$ cat config.mk
export PLATFORM = sky130hd
export DESIGN_NAME = mips_run_controller
export DESIGN_NICKNAME = d
export VERILOG_FILES = /design/src/rtl/mips_run_controller.sv
export SDC_FILE = /design/constraint.sdc
export NUM_CORES = 1
export LEC_CHECK = 0
export BUFFER_PORTS_ARGS = -buffer_cell sky130_fd_sc_hd__buf_2
export CORE_AREA = 2 2 162 164
export DETAILED_ROUTE_END_ITERATION = 8
export DIE_AREA = 0 0 164 166
export MAX_ROUTING_LAYER = met4
export PLACE_DENSITY_LB_ADDON = 0.15
export SLEW_MARGIN = 5
export SYNTH_ARGS = -nofsm -noshare
export SYNTH_HDL_FRONTEND = slang
export SYNTH_SLANG_ARGS = --single-unit
$ cat constraint.sdc
create_clock -name clock -period 3.12 [get_ports clock]
set_clock_uncertainty 0.05 [all_clocks]
set_input_delay 0.468 -clock clock [delete_from_list [all_inputs] [get_ports clock]]
set_output_delay 0.468 -clock clock [all_outputs]
set_load 0.02 [all_outputs]
$ cat src/rtl/mips_run_controller.sv
// Run-control unit for the MIPS cores: gates PC advance (free run, N-step, halt,
// hardware breakpoints, stop-on-exception, keys load), counts retired instructions and muxes probes.
module mips_run_controller #(
    parameter int unsigned WSIZE      = 32,
    parameter int unsigned NUM_BP     = 4,
    parameter int unsigned NUM_PROBES = 8,
    parameter int unsigned PSEL_W     = 3,
    parameter int unsigned STEP_W     = 8,
    parameter int unsigned ICNT_W     = 32,
    localparam int unsigned BP_W      = (NUM_BP > 1) ? $clog2(NUM_BP) : 1
) (
    input  logic                        clock,
    input  logic                        reset,
    input  logic                        run,
    input  logic                        step_req,
    input  logic [STEP_W-1:0]           step_n,
    input  logic                        halt_req,
    input  logic                        stop_on_exc,
    input  logic                        exception,
    input  logic                        keys_input,
    input  logic [WSIZE-1:0]            pc,
    input  logic                        bp_we,
    input  logic [BP_W-1:0]             bp_idx,
    input  logic [WSIZE-1:0]            bp_addr,
    input  logic                        bp_valid,
    input  logic [NUM_PROBES*WSIZE-1:0] probe_bus,
    input  logic [PSEL_W-1:0]           probe_sel,
    output logic                        pc_we,
    output logic                        pc_sel_keys,
    output logic [1:0]                  state,
    output logic [BP_W-1:0]             bp_hit_idx,
    output logic [ICNT_W-1:0]           instr_count,
    output logic [WSIZE-1:0]            probe_data
);

    typedef enum logic [1:0] {
        S_HALT  = 2'b00,
        S_RUN   = 2'b01,
        S_STEP  = 2'b10,
        S_BREAK = 2'b11
    } state_e;

    state_e              state_q, state_d;
    logic [STEP_W-1:0]   cnt_q, cnt_d;
    logic                mask_q, mask_d;
    logic [BP_W-1:0]     hit_idx_q, hit_idx_d;
    logic [ICNT_W-1:0]   icnt_q, icnt_d;
    logic [WSIZE-1:0]    probe_q, probe_d;
    logic [WSIZE-3:0]    bp_tag_q [NUM_BP];
    logic [NUM_BP-1:0]   bp_valid_q;

    logic                active, exc_stop, bp_hit, retire, keys_load;
    logic [BP_W-1:0]     bp_sel;
    logic                unused_bits;

    // Word-aligned compare: the low address bits never take part in a match.
    assign unused_bits = ^{bp_addr[1:0], pc[1:0]};

    always_comb begin
        bp_hit = 1'b0;
        bp_sel = '0;
        for (int unsigned i = 0; i < NUM_BP; i++) begin
            if (!bp_hit && !mask_q && bp_valid_q[i] && (bp_tag_q[i] == pc[WSIZE-1:2])) begin
                bp_hit = 1'b1;
                bp_sel = BP_W'(i);
            end
        end
    end

    assign active    = (state_q == S_RUN) || (state_q == S_STEP);
    assign exc_stop  = stop_on_exc & exception;
    assign retire    = active & ~halt_req & ~bp_hit & ~exc_stop;
    assign keys_load = ~active & keys_input & ~step_req & ~run;

    assign pc_we       = reset & (retire | keys_load);
    assign pc_sel_keys = reset & keys_load;

    always_comb begin
        state_d   = state_q;
        cnt_d     = cnt_q;
        mask_d    = mask_q;
        hit_idx_d = hit_idx_q;
        icnt_d    = icnt_q;
        if (!active) begin
            if (step_req) begin
                state_d = S_STEP;
                cnt_d   = (step_n == '0) ? STEP_W'(1) : step_n;
                mask_d  = 1'b1;
            end else if (run) begin
                state_d = S_RUN;
                mask_d  = 1'b1;
            end
        end else if (halt_req) begin
            state_d = S_HALT;
        end else if (bp_hit) begin
            state_d   = S_BREAK;
            hit_idx_d = bp_sel;
        end else if (exc_stop) begin
            state_d = S_HALT;
        end else begin
            // Retiring cycle: the final step / dropped run still lets this instruction complete.
            mask_d = 1'b0;
            if (state_q == S_STEP) begin
                cnt_d = cnt_q - STEP_W'(1);
                if (cnt_q <= STEP_W'(1)) state_d = S_HALT;
            end else if (!run) begin
                state_d = S_HALT;
            end
            if (icnt_q != '1) icnt_d = icnt_q + ICNT_W'(1);
        end
    end

    always_comb begin
        probe_d = '0;
        for (int unsigned k = 0; k < NUM_PROBES; k++) begin
            if (probe_sel == PSEL_W'(k)) probe_d = probe_bus[k*WSIZE +: WSIZE];
        end
    end

    always_ff @(posedge clock or negedge reset) begin
        if (!reset) begin
            state_q    <= S_HALT;
            cnt_q      <= '0;
            mask_q     <= 1'b1;
            hit_idx_q  <= '0;
            icnt_q     <= '0;
            probe_q    <= '0;
            bp_valid_q <= '0;
            for (int unsigned i = 0; i < NUM_BP; i++) bp_tag_q[i] <= '0;
        end else begin
            state_q   <= state_d;
            cnt_q     <= cnt_d;
            mask_q    <= mask_d;
            hit_idx_q <= hit_idx_d;
            icnt_q    <= icnt_d;
            probe_q   <= probe_d;
            if (bp_we) begin
                for (int unsigned i = 0; i < NUM_BP; i++) begin
                    if (bp_idx == BP_W'(i)) begin
                        bp_tag_q[i]   <= bp_addr[WSIZE-1:2];
                        bp_valid_q[i] <= bp_valid;
                    end
                end
            end
        end
    end

    assign state       = state_q;
    assign bp_hit_idx  = hit_idx_q;
    assign instr_count = icnt_q;
    assign probe_data  = probe_q;

endmodule

==> results.sh <==
export IMPL_dieWidth_um=164
export IMPL_cts_max_level=1
export IMPL_cp_max_fo=2
export IMPL_worst_pin_slew_ns=0.9851
export IMPL_p_seq_frac=0.381
export IMPL_cellPowerDensity_nw_per_um2=606.5
export IMPL_io_pins=413
export IMPL_synth_top_area_share=0.4415
export IMPL_worstPathRequired_ns=2.60
export IMPL_hp_class="input port to flop"
export IMPL_post_dp_cell_area_um2=13820
export IMPL_grt_start_max_net_pins=117
export IMPL_port_buffers=408
export IMPL_gp_congestion=1.035
export IMPL_root_buffer="clkbuf_16"
export IMPL_start_util=0.4426
export IMPL_maxCapViolCount=0
export IMPL_numCtsBuffers=24
export IMPL_swShare=0.3054
export IMPL_outcome="finished, violations left"
export IMPL_synth_top_area_cell="dfrtp_1"
export IMPL_numClockSinks=201
export IMPL_worstReg2RegStart="bp_tag_q[57]"
export IMPL_drcViolationCount=0
export IMPL_synth_cell_types=51
export IMPL_leakagePower_nw=6.978
export IMPL_vias=9824
export IMPL_hold_depth=2
export IMPL_r2r_end="cnt_q[6]"
export IMPL_wl_um=38330
export IMPL_ys_seq_area_frac=0.4438
export IMPL_r2r_cells=10
export IMPL_finalHoldViolations=0
export IMPL_finalWorstSetupSlack_ns=-0.1234
export IMPL_gr_usage_all_layers=0.2879
export IMPL_finalCritPeriodShare=1.040
export IMPL_wl_per_cell_um=21.23
export IMPL_final_layout_size_suffix_gt1_frac=0.4442
export IMPL_ys_async_sr_fraction=1.000
export IMPL_grt_first_pass_wirelength_um=57940
export IMPL_p_comb_frac=0.277
export IMPL_clock_path_buffers=3
export IMPL_violations="negative setup slack"
export IMPL_dp_cells=1750
export IMPL_p_clk_frac=0.343
export IMPL_grt_ovfl_total=0
export IMPL_die_area_um2=27220
export IMPL_holdPathEnd="probe_data[31]"
export IMPL_worst_setup_path_type="flop to primary output"
export IMPL_min_from="probe_bus[255]"
export IMPL_clk_pin_slew_worst_paths_ns=0.06
export IMPL_viasPerCell=5.443
export IMPL_core_area_um2=25620
export IMPL_ir_drop_mv=0.4394
export IMPL_min_period_ns=3.243
export IMPL_yosys_warnings=0
export IMPL_fin_cells=1805
export IMPL_switchingPower_mw=2.738
export IMPL_drt_initial_drc_count=599
export IMPL_p_int_mw=6.226
export IMPL_max_slew_margin=0.3403
export IMPL_ys_flop_type="dfrtp_1"
export IMPL_maxSlewViolCount=0
export IMPL_final_antenna_net_count=0
export IMPL_critical_path_slowest_cell="or4_1"
export IMPL_synth_area_per_cell_um2=10.82
export IMPL_synth_net_count=1396
export IMPL_worstSetupEndpointType="primary output"
export IMPL_worstSkewPairLatency_ns=0.51
export IMPL_grt_pass1_vias=9837
export IMPL_fmax_ghz=0.3083
export IMPL_syn_area_um2=11340
export IMPL_r2r_slack_ns=0.31
export IMPL_synth_edff_count=0
export IMPL_antenna_found_initial=10
export IMPL_whs_ns=0.1291
export IMPL_num_rows=59
export IMPL_grt_setup_unrepaired="yes"
export IMPL_die_h_um=166
export IMPL_cp_arrival_ns=2.73
export IMPL_fin_nets=1791
export IMPL_synth_area_leaders="dfrtp_1, mux2_2, xnor2_1"
export IMPL_final_core_util=0.5770
export IMPL_path_cells="xnor2_1 -> buf_4 -> nand4_1 -> or4_1 -> or4_4 -> nand4_4 -> nor2_2 -> a21o_1 -> buf_6"
export IMPL_fin_area_um2=14780
export IMPL_hpwl_um=30130
export IMPL_postSynthCellCount=1048
export IMPL_setup_viol=1
export IMPL_crit_path_start_kind="flop"
export IMPL_cts_tree="built"
export IMPL_slowest_delay_ns=0.48
export IMPL_syn2layout_area_growth_pct=30.36
export IMPL_ys_ff_latch=201
export IMPL_firstDrtPassIters=5
==> cells by family after synthesis <==
kind of cell / Yosys count / share of synthesized area
buf+inv: 106 / 0.03885
fa+ha+maj: 5 / 0.005518
flops: 201 / 0.4438
simple gates: 257 / 0.1150
compound gates: 150 / 0.09547
mux: 178 / 0.1847
xor+xnor: 151 / 0.1167
==> Yosys cell counts, drive strengths merged, types with 7 or more instances <==
cell,instances
a21oi,30
a221o,10
a22o,42
and3,12
buf,37
clkbuf,42
dfrtp,200
inv,27
mux2,130
mux2i,36
mux4,12
nand2,57
nand2b,7
nand3,12
nand4,46
nor2,72
nor2b,8
nor3,13
nor4,10
o21ai,34
o221ai,18
xnor2,128
xor2,23
==> final cells by class <==
| cell class | count | area [um2] |
|---|---|---|
| well taps | 335 | 419.2 |
| inverters | 27 | 101.3 |
| multi-input cells | 741 | 5918 |
| clock buffers | 33 | 685.7 |
| repair buffers | 448 | 2412 |
| fillers | 2345 | 10840 |
| clock inverters | 11 | 188.9 |
| flip-flops and latches | 201 | 5031 |
| diodes | 9 | 22.52 |
==> cell usage in the layout, fill, tap and decap left out, drive strengths merged, types with 30 or more instances in the layout <==
master	count
dfrtp	200
a22o	42
nand4	46
nor2	72
buf	446
xnor2	128
clkbuf	34
mux2	130
o21ai	34
nand2	57
mux2i	36
a21oi	30
==> power groups by stage <==
stage	Clock [mW]	Sequential [mW]	Combinational, mW
2_1_floorplan	0	3.50	1.50
5_1_grt	3.26	3.47	2.71
6_report	3.07	3.41	2.48
3_5_place_dp	0	3.45	2.46
4_1_cts	3.13	3.41	2.48
3_3_place_gp	0	3.43	2.41
==> layer usage <==
metal | up-vias | share of wire | track usage
li1 | 4544 | - | -
met1 | 4871 | 0.42 | 0.3746
met2 | 363 | 0.50 | 0.4847
met3 | 46 | 0.061 | 0.03921
met4 | 0 | 0.014 | 0.05263
met5 | - | 0 | -
==> worst max-delay path by stage <==
| stage | startpoint | to | slack, ns |
|---|---|---|---|
| 2_1_floorplan | pc[17] | pc_we | 0.25 |
| 3_3_place_gp | pc[2] | cnt_q[6] | -0.04 |
| 3_5_place_dp | pc[2] | cnt_q[6] | -0.09 |
| 4_1_cts | bp_tag_q[38] | pc_we | -0.25 |
| 5_1_grt | bp_tag_q[57] | pc_we | -0.22 |
| 6_report | bp_tag_q[57] | pc_we | -0.12 |
==> worst max-delay path: cells and delay by family (launching register included) <==
family / cells / cell delay (ns)
AOI/OAI and AO/OA: 1 / 0.18
DFF: 1 / 0.39
xor gates and xnor gates: 1 / 0.18
and+or+nand+nor: 5 / 1.17
buffers and inverters: 2 / 0.29
==> through the flow <==
step | power [mW] | setup TNS [ns] | setup WS (ns)
after floorplan | 5.006 | 0 | 0.2538
after global placement | 5.839 | -0.06290 | -0.03954
after detailed placement | 5.908 | -0.2175 | -0.09021
after CTS | 9.014 | -0.2498 | -0.2498
after global routing | 9.442 | -0.2215 | -0.2215
final | 8.963 | -0.1234 | -0.1234
==> registers in the layout, summed over array words and instances, names as in the netlist <==
register,cells
bp_hit_idx,2
probe_data,32
state,2
bp_valid_q,4
cnt_q,8
mask_q,1
instr_count,32
bp_tag_q,120
==> what timing repair did <==
action                                  4_1_cts  5_1_grt
endpoints found under the setup margin        1        1
hold buffers                                  1        0
resized for setup                             4        4
setup buffers                                 0        1
endpoints found under the hold margin        43        0
pin swaps                                     8        6
Power figures use the tool's default switching activity.
